[src/rtl/logic_mux_pipe.sv]
`default_nettype none
// +--------------------------------------------------------------------------+
// | logic_mux_pipe : one-hot NCH-way channel mux with a valid/ready output   |
// | register and a saturating illegal-select counter.                        |
// | Option macro LOGIC_MUX_HOLD_EN: illegal selects replay the last legal    |
// | result instead of zero.                                                  |
// | Rev 1.0                                                                  |
// +--------------------------------------------------------------------------+
module logic_mux_pipe #(
  parameter int WIDTH     = 4,
  parameter int NCH       = 4,
  parameter int ERR_CNT_W = 8
) (
  input  logic                   clk,
  input  logic                   reset_L,
  input  logic                   in_valid,
  output logic                   in_ready,
  input  logic [NCH-1:0]         mux_selector,
  input  logic [NCH*WIDTH-1:0]   mux_in,
  output logic                   out_valid,
  input  logic                   out_ready,
  output logic [WIDTH-1:0]       mux_out,
  output logic                   out_err,
  output logic [ERR_CNT_W-1:0]   err_count
);

  localparam logic [ERR_CNT_W-1:0] c_ERR_MAX = {ERR_CNT_W{1'b1}};

  logic                 r_out_valid;
  logic [WIDTH-1:0]     r_mux_out;
  logic                 r_out_err;
  logic [ERR_CNT_W-1:0] r_err_count;

  logic                 w_accept;
  logic                 w_any;
  logic                 w_multi;
  logic                 w_legal;
  logic [WIDTH-1:0]     w_sel_data;
  logic [WIDTH-1:0]     w_ill_data;
  logic [WIDTH-1:0]     w_next_data;

  assign in_ready = !r_out_valid || out_ready;
  assign w_accept = in_valid && in_ready;

  // x & (x-1) clears the lowest set bit, so a nonzero remainder means >1 bit.
  assign w_any   = |mux_selector;
  assign w_multi = |(mux_selector & (mux_selector - NCH'(1)));
  assign w_legal = w_any && !w_multi;

  always_comb begin
    w_sel_data = '0;
    for (int i = 0; i < NCH; i++) begin
      if (mux_selector[i]) begin
        w_sel_data = w_sel_data | mux_in[i*WIDTH +: WIDTH];
      end
    end
  end

`ifdef LOGIC_MUX_HOLD_EN
  logic [WIDTH-1:0] r_hold;

  always_ff @(posedge clk or negedge reset_L) begin
    if (!reset_L) begin
      r_hold <= '0;
    end else if (w_accept && w_legal) begin
      r_hold <= w_sel_data;
    end
  end

  assign w_ill_data = r_hold;
`else
  assign w_ill_data = '0;
`endif

  assign w_next_data = w_legal ? w_sel_data : w_ill_data;

  always_ff @(posedge clk or negedge reset_L) begin
    if (!reset_L) begin
      r_out_valid <= 1'b0;
      r_mux_out   <= '0;
      r_out_err   <= 1'b0;
      r_err_count <= '0;
    end else begin
      if (w_accept) begin
        r_out_valid <= 1'b1;
        r_mux_out   <= w_next_data;
        r_out_err   <= !w_legal;
        if (!w_legal && (r_err_count != c_ERR_MAX)) begin
          r_err_count <= r_err_count + ERR_CNT_W'(1);
        end
      end else if (out_ready) begin
        r_out_valid <= 1'b0;
      end
    end
  end

  assign out_valid = r_out_valid;
  assign mux_out   = r_mux_out;
  assign out_err   = r_out_err;
  assign err_count = r_err_count;

endmodule
`default_nettype wire

[config.mk]
export PLATFORM = sky130hd
export DESIGN_NAME = logic_mux_pipe
export DESIGN_NICKNAME = d
export VERILOG_FILES = /design/src/rtl/logic_mux_pipe.sv
export SDC_FILE = /design/constraint.sdc
export NUM_CORES = 1
export LEC_CHECK = 0
export ABC_AREA = 1
export BUFFER_PORTS_ARGS = -buffer_cell sky130_fd_sc_hd__buf_2
export CORE_MARGIN = 1
export CORE_UTILIZATION = 43
export CTS_CLUSTER_SIZE = 16
export DETAILED_ROUTE_END_ITERATION = 12
export PLACE_DENSITY = 0.84
export SLEW_MARGIN = 15
export SYNTH_ARGS = -nofsm -noshare
export SYNTH_HDL_FRONTEND = slang
export SYNTH_SLANG_ARGS = --single-unit
[constraint.sdc]
create_clock -name clk -period 2.8 [get_ports clk]
set_input_delay 0.56 -clock clk [delete_from_list [all_inputs] [get_ports clk]]
set_output_delay 0.56 -clock clk [all_outputs]
set_load 0.02 [all_outputs]
## Word-level counts from Yosys, hierarchy flattened

Cells that the tools add are included.

- Output and inout bits: 15
- Bits in registers: 14
- Word-level logic and storage cells: 29
- Input bits: 24

- Multiplexer cells: 7
- Reductions and logical operators: 11
- $add $sub $neg: 2
- Bitwise gates (word level): 4
- Equality and inequality tests: 1

Operators with widths:

| cell | count |
|---|---|
| $mux 4 | 5 |
| $or 4x4->4 | 3 |
| $add 8x1->8 const B | 1 |
| $ne 8x8->1 const B | 1 |
| $reduce_or 4->1 | 2 |
| $and 4x4->4 | 1 |
| $sub 4x1->4 const B | 1 |
| $logic_and 1x1->1 | 3 |
| $logic_not 1->1 | 3 |
| $mux 1 | 2 |
| $reduce_and 2->1 | 1 |
| $reduce_bool 2->1 | 1 |
| $logic_or 1x1->1 | 1 |

## Depth between registers and ports, before layout

Gate-level depths: netlist (run 1).

- Word-level depth: 8
- Gate-level depth with buffers: 8

## Worst setup path after synthesis (run 1)

No wires, ideal clock.

- Path kind: input port to flip-flop
- Start: input port out_ready
- End: register r_err_count[5], in the netlist err_count[5]
- Stages on the path: 7
- Required time: 2.683 ns
- Data arrival time: 1.291 ns
- Path slack: 1.392 ns
- Cells stage by stage: inv_1 > nand2_1 > nand2_2 > inv_4 > nand3_4 > nand2_1 > nand2_1

- Cells in the longest elaborated chain, start to end: 3

Ends and longest elaborated chain:

| element | line | source |
|---|---|---|
| start: declaration | 21 | `input logic out_ready,` |
| $logic_or 1x1->1 | 42 | `assign in_ready = !r_out_valid \|\| out_ready;` |
| named net in_ready | 17 | `output logic in_ready,` |
| $logic_and 1x1->1 | 43 | `assign w_accept = in_valid && in_ready;` |
| $reduce_and 2->1 (no source line) | -- |  |
| end signal: assignment | 89 | `r_err_count <= r_err_count + ERR_CNT_W'(1);` |
| end: declaration | 32 | `logic [ERR_CNT_W-1:0] r_err_count;` |

The timed path passes the listed nets, and every way through them passes these cells.
A chain may end at the register's enable or synchronous reset.

## Worst setup path in the final report (run 1)

- Start: input port out_ready
- End: output port in_ready

- Cells in the longest elaborated chain, start to end: 1

Ends and longest elaborated chain:

| element | line |
|---|---|
| $logic_or 1x1->1 | 42 |
| end: declaration | 17 |

No other way between the ends.

==> flow_summary.json, run 1 <==
{
  "critPathRequiredTime_ps": 2240,
  "n_antenna_cell": 0,
  "drtIter0Drc": 27,
  "drc": 0,
  "num_rows": 16,
  "crit_buf_inv": 3,
  "wl_per_cell_microns": 10.1,
  "crit_chain": "buf_2 -> inv_1 -> nand2_1 -> buf_2",
  "viasPerCell": 4.99,
  "max_slew_margin_pct": 78.3,
  "cts_buffer_depth": 2,
  "track_usage_pct": 19.3,
  "setup_violations": 0,
  "drive_gt1_share_pct": 32.0,
  "post-cts-setup-buffers": 0,
  "yosysWarnings": 0,
  "ant_nets": 0,
  "cts_hold_buf": 0,
  "rsz0062_at_grt": "false",
  "end_kind": "primary output",
  "h-tree-depth": 1,
  "first_global_vias": 789,
  "syn_area_sq_um": 897,
  "vias": 993,
  "multi_input_area_sq_um": 488,
  "ys_seq_area_share_pct": 39.1,
  "clkTransAtPathRegs_ps": 90,
  "cts_root_buffer": "clkbuf_4",
  "synth_area_per_cell_sq_um": 6.90,
  "clock-skew-final_ps": 2.59,
  "gp_congestion": 0.818,
  "nets": 198,
  "die_h_microns": 47.7,
  "fin_crit_ps": 1520,
  "layout_common_cells": "63 x nand2_1, 38 x buf_2, 14 x dfrtp_1, 12 x inv_1, 10 x nand4_1",
  "cts.repair.resized": 0,
  "fin_hold_ws_ps": 159,
  "leakagePower_nw": 0.694,
  "die_w_microns": 47.7,
  "max_cap_violations": 0,
  "slew_viol_final": 0,
  "finalHoldViolations": 0,
  "syn_nets": 155,
  "start_kind": "primary input",
  "holdCritPathClass": "primary input to async pin",
  "cts_tree": "done",
  "crit_family": "buffers and inverters",
  "ir_worst_vdd_uv": 271,
  "clock_latency_ps": 280,
  "grt_antenna_before_repair": 0,
  "path_common_cell": "buf_2",
  "clock-sinks": 14,
  "max_freq_mhz": 657,
  "synth.distinct_cells": 18,
  "dpl_worst_slack_ps": 1270,
  "wl_mm": 2.01,
  "max_stage_delay_ps": 170,
  "fillers": 203,
  "overflow": 0,
  "numCtsBuffers": 3,
  "critPathArrivalTime_ps": 960,
  "hpwl_mm": 1.57,
  "worstPathMaxFanout": 3,
  "start_util_pct": 45.7,
  "layout_commonest_cell": "nand2_1",
  "grt_pass1_wl_mm": 3.08,
  "core_area_sq_mm": 0.00196,
  "port_buffers": 38,
  "crit_path_top_delay_cell": "buf_2",
  "dieArea_sq_mm": 0.00227,
  "period_share_pct": 54.4,
  "tightest_slew_ps": 325,
  "netlist_instances": 130,
  "synth-seq-cells": 14,
  "seq_area_sq_um": 350,
  "tns_ps": 0,
  "critPathKind": "primary input to primary output",
  "powerDensity_mw_per_mm2": 603,
  "grt_max_degree": 15,
  "area_growth_pct": 29.0,
  "first_pass_iters": 4,
  "totalPowerFinal_mw": 0.697,
  "outcome": "complete, no violations",
  "setup_slack_ps": 1280,
  "top_level_ports": 39
}
## registers in the layout (all words and copies together) (netlist names)
name and cells:
mux_out 4, out_err 1, out_valid 1, err_count 8
## worst register-to-register path, delay by kind of cell (launching register included)
family                   cells  cell delay, ps
AND/OR/NAND/NOR              5             560
flip-flops                   1             420
buffers and inverters        1              80
adder cells (fa/ha/maj)      1             270
## metal layers
layer	wire length, microns	up-vias	share of wire, %	track usage, %
li1	-	499	-	-
met3	101	4	5.0	2.26
met2	1040	41	52	35.6
met5	0	-	0	0
met4	49	0	2.4	10.0
met1	816	449	41	21.6
## synth_stat cells
| cell type | number | area (sq um) |
|---|---|---|
| a21oi_2 | 1 | 8.76 |
| inv_2 | 2 | 7.51 |
| nand3b_1 | 1 | 7.51 |
| nand4_1 | 10 | 62.6 |
| o21ai_0 | 6 | 30.0 |
| nand3_4 | 1 | 17.5 |
| nand2_4 | 2 | 22.5 |
| a21o_1 | 1 | 7.51 |
| nand3_1 | 5 | 25.0 |
| nor2_2 | 1 | 6.26 |
| dfrtp_1 | 14 | 350 |
| inv_4 | 1 | 6.26 |
| inv_1 | 12 | 45.0 |
| xor2_1 | 1 | 8.76 |
| nand2_1 | 63 | 236 |
| nor2_1 | 3 | 11.3 |
| ha_1 | 1 | 12.5 |
| nand2_2 | 5 | 31.3 |
## report_power, final
| group | switching [mW] | internal, mW | leakage (nW) | total, mW |
|---|---|---|---|---|
| clock network | 0.0691 | 0.0791 | 0.0210 | 0.148 |
| logic | 0.164 | 0.0925 | 0.491 | 0.256 |
| registers | 0.0485 | 0.244 | 0.182 | 0.293 |
## final timing paths
check                               end  cells past startpoint          from  slack (ps)
max                            in_ready                      4     out_ready        1280
min                        err_count[5]                      1       reset_L         160
max reg2reg                err_count[6]                      7  err_count[0]        1410
min reg2reg                     out_err                      1       out_err         480
max in group asynchronous    mux_out[0]                      1       reset_L        2400
min in group clk                out_err                      1       out_err         480
## final cells by class
cell class	instances	share of cell area, %
Multi-Input combinational cell	101	42.2
Sequential cell	14	30.3
Timing Repair Buffer	38	16.4
Inverter	15	5.08
Clock buffer	4	3.14
Tap cell	27	2.92
## cells by family (layout without fill, tap and decap cells)
group | count (synthesis) | in the layout | share of synthesized area (%)
flops | 14 | 14 | 39.1
compound gates | 8 | 8 | 5.16
xor+xnor | 1 | 1 | 0.976
buf+inv | 15 | 57 | 6.56
fa+ha+maj | 1 | 1 | 1.39
simple gates | 91 | 91 | 46.9
## through the flow
step                std cells  utilization [%]  instance area, sq um
finish                    199             59.0                  1160
global route              199             59.0                  1160
CTS                       199             59.0                  1160
detailed placement        195             57.1                  1120
global placement          195             57.1                  1120
floorplan                 130                -                   897
No activity file was read; power rests on OpenSTA's default activity.
==> run 2, diff against run 1 <==
- ABC_AREA: 1 -> 0
- CORE_UTILIZATION: 43 -> 39
- PLACE_DENSITY: 0.84 -> 0.83
- clock period: 2.8 -> 1.3 ns (I/O delays scaled with it)
==> flow_summary.json, run 2 <==
{
  "layout_common_cells": "31 x buf_2, 25 x buf_4, 9 x buf_6, 8 x a22oi_1, 8 x dfrtp_1",
  "yosysWarnings": 0,
  "area_growth_pct": 82.6,
  "totalPowerFinal_mw": 2.00,
  "start_kind": "flop",
  "grt_max_degree": 15,
  "cts_root_buffer": "clkbuf_4",
  "clkTransAtPathRegs_ps": 80,
  "wl_mm": 2.87,
  "p_sw_mw": 0.771,
  "start_util_pct": 42.8,
  "p_comb_share_pct": 52.5,
  "n_antenna_cell": 0,
  "hold_depth": 2,
  "overflow": 0,
  "largest_reg_flops": 8,
  "max_slew_margin_pct": 75.3,
  "numCtsBuffers": 3,
  "async_reset_ff_share_pct": 100,
  "viasPerCell": 5.45,
  "num_rows": 15,
  "critPathRequiredTime_ps": 1450,
  "vias": 877,
  "leakagePower_nw": 0.696,
  "critPathKind": "flop to flop",
  "fillers": 98,
  "critPathLaunch": "err_count[5]",
  "gp_congestion": 0.787,
  "track_usage_pct": 25.6,
  "h-tree-depth": 1,
  "tightest_slew_ps": 370,
  "finalHoldViolations": 0,
  "first_pass_iters": 4,
  "wl_per_cell_microns": 17.8,
  "fin_crit_ps": 1480,
  "setup_violations": 9,
  "rsz0062_at_grt": "true",
  "hpwl_mm": 1.64,
  "dieArea_sq_mm": 0.00214,
  "crit_chain": "nand4_1 -> o211ai_4 -> buf_6 -> nor3_2 -> xor2_1",
  "clkPwrFrac_pct": 15.7,
  "port_buffers": 38,
  "nets": 162,
  "ys_top_cells_by_area": "dfrtp_1 46%, xor2_1 8.0%, a22oi_1 7.9%",
  "top_level_ports": 39,
  "synth.largest_area_cell": "dfrtp_1",
  "drc": 0,
  "first_global_vias": 823,
  "cts_tree": "done",
  "timing.reg2reg.worst_path_depth": 5,
  "drive_gt1_share_pct": 68.4,
  "holdCritPathClass": "primary input to flop",
  "die_h_microns": 46.2,
  "worstPathMaxFanout": 6,
  "powerDensity_mw_per_mm2": 1430,
  "ys_seq_area_share_pct": 45.9,
  "synth.distinct_cells": 22,
  "grt_pass1_wl_mm": 3.86,
  "crit_path_top_delay_cell": "o211ai_4",
  "syn_area_sq_um": 763,
  "max_cap_violations": 0,
  "p_int_mw": 1.23,
  "synthTopCellsByCount": "14 x dfrtp_1, 8 x a22oi_1, 7 x xor2_1, 5 x nand3_1",
  "grt_antenna_before_repair": 0,
  "setup_slack_ps": -185,
  "dpl_worst_slack_ps": -350,
  "clock_latency_ps": 280,
  "tns_ps": -1280,
  "die_w_microns": 46.2,
  "max_freq_mhz": 673,
  "clock-sinks": 14,
  "period_share_pct": 114,
  "r2r_start": "err_count[5]",
  "violations": "setup timing",
  "ys.flop_type": "dfrtp_1",
  "yosysTopAreaCellShare_pct": 45.9,
  "yosysMostFrequentCell": "dfrtp_1",
  "ir_worst_vdd_uv": 1100,
  "syn_nets": 90,
  "end_kind": "flop",
  "ant_nets": 0,
  "hp-start": "in_valid",
  "slew_viol_final": 0,
  "drtIter0Drc": 35,
  "max_stage_delay_ps": 400,
  "pwr-share-seq_pct": 31.8,
  "synth-edff-count": 0,
  "critPathArrivalTime_ps": 1630,
  "swShare_pct": 38.6,
  "synth-seq-cells": 14,
  "netlist_instances": 65,
  "outcome": "complete, but fails checks",
  "core_area_sq_mm": 0.00178,
  "synth_area_per_cell_sq_um": 11.7,
  "cts_buffer_depth": 2,
  "layout_commonest_cell": "buf_2",
  "clock-skew-final_ps": 9.29
}
-- run 2: power groups by stage --
stage               Clock (mW)  Combinational, mW  Sequential [mW]
finish                   0.314               1.05            0.635
global route             0.351               1.13            0.646
CTS                      0.320              0.941            0.630
detailed placement           0              0.863            0.639
global placement             0              0.840            0.635
floorplan                    0              0.259            0.841
-- run 2: logic make-up after synthesis --
kind of cell	share of synthesized area, %
AND/OR/NAND/NOR	18.7
AO/OA/AOI/OAI	20.7
flip-flops	45.9
XOR/XNOR	9.18
buffers and inverters	1.97
multiplexers	1.97
adder cells (fa/ha/maj)	1.64
-- run 2: through the flow --
| step | utilization (%) | cell area (sq um) | cells | hold WS [ps] |
|---|---|---|---|---|
| 2_1_floorplan | - | 808 | 65 | -35.6 |
| 3_3_place_gp | 66.0 | 1180 | 148 | 161 |
| 3_5_place_dp | 66.0 | 1180 | 148 | 167 |
| 4_1_cts | 73.0 | 1300 | 158 | 246 |
| 5_1_grt | 78.2 | 1390 | 161 | 273 |
| 6_report | 78.2 | 1390 | 161 | 274 |
-- run 2: final timing paths --
path	to	slack [ps]
worst min-delay path	out_valid	270
min in group asynchronous	mux_out[3]	390
worst max-delay path	err_count[4]	-180
worst min register to register	out_err	500
worst max register to register	err_count[4]	-180
max in group asynchronous	err_count[0]	650
-- run 2: what timing repair did --
| action | 4_1_cts | 5_1_grt |
|---|---|---|
| pin swaps | 8 | 8 |
| buffers inserted | 5 | 4 |
| gates resized for setup | 9 | 16 |
| endpoints found under the setup margin | 10 | 17 |
| endpoints found under the hold margin | 14 | 0 |
| hold buffers | 1 | 0 |
-- run 2: area by class of cell --
class	instances	area [sq um]	share of cell area, %
sequential	14	358	25.7
tap	25	31.3	2.24
multi-input combinational	49	475	34.1
timing repair buffer	68	489	35.1
inverter	1	3.75	0.269
clock buffer	4	36.3	2.60
-- run 2: critical path, delay by kind of cell (launching register included) --
family          cells  cell delay, ps
compound gates      1             400
xor+xnor            1             150
buf+inv             1             160
flops               1             360
simple gates        2             290
-- run 2: layer usage --
metal | GRT usage (%) | up-vias | routed length (microns)
met5 | 0 | - | 0
met4 | 8.82 | 0 | 45
met3 | 3.14 | 6 | 191
met2 | 43.4 | 49 | 1560
met1 | 33.1 | 428 | 1080
li1 | - | 394 | -
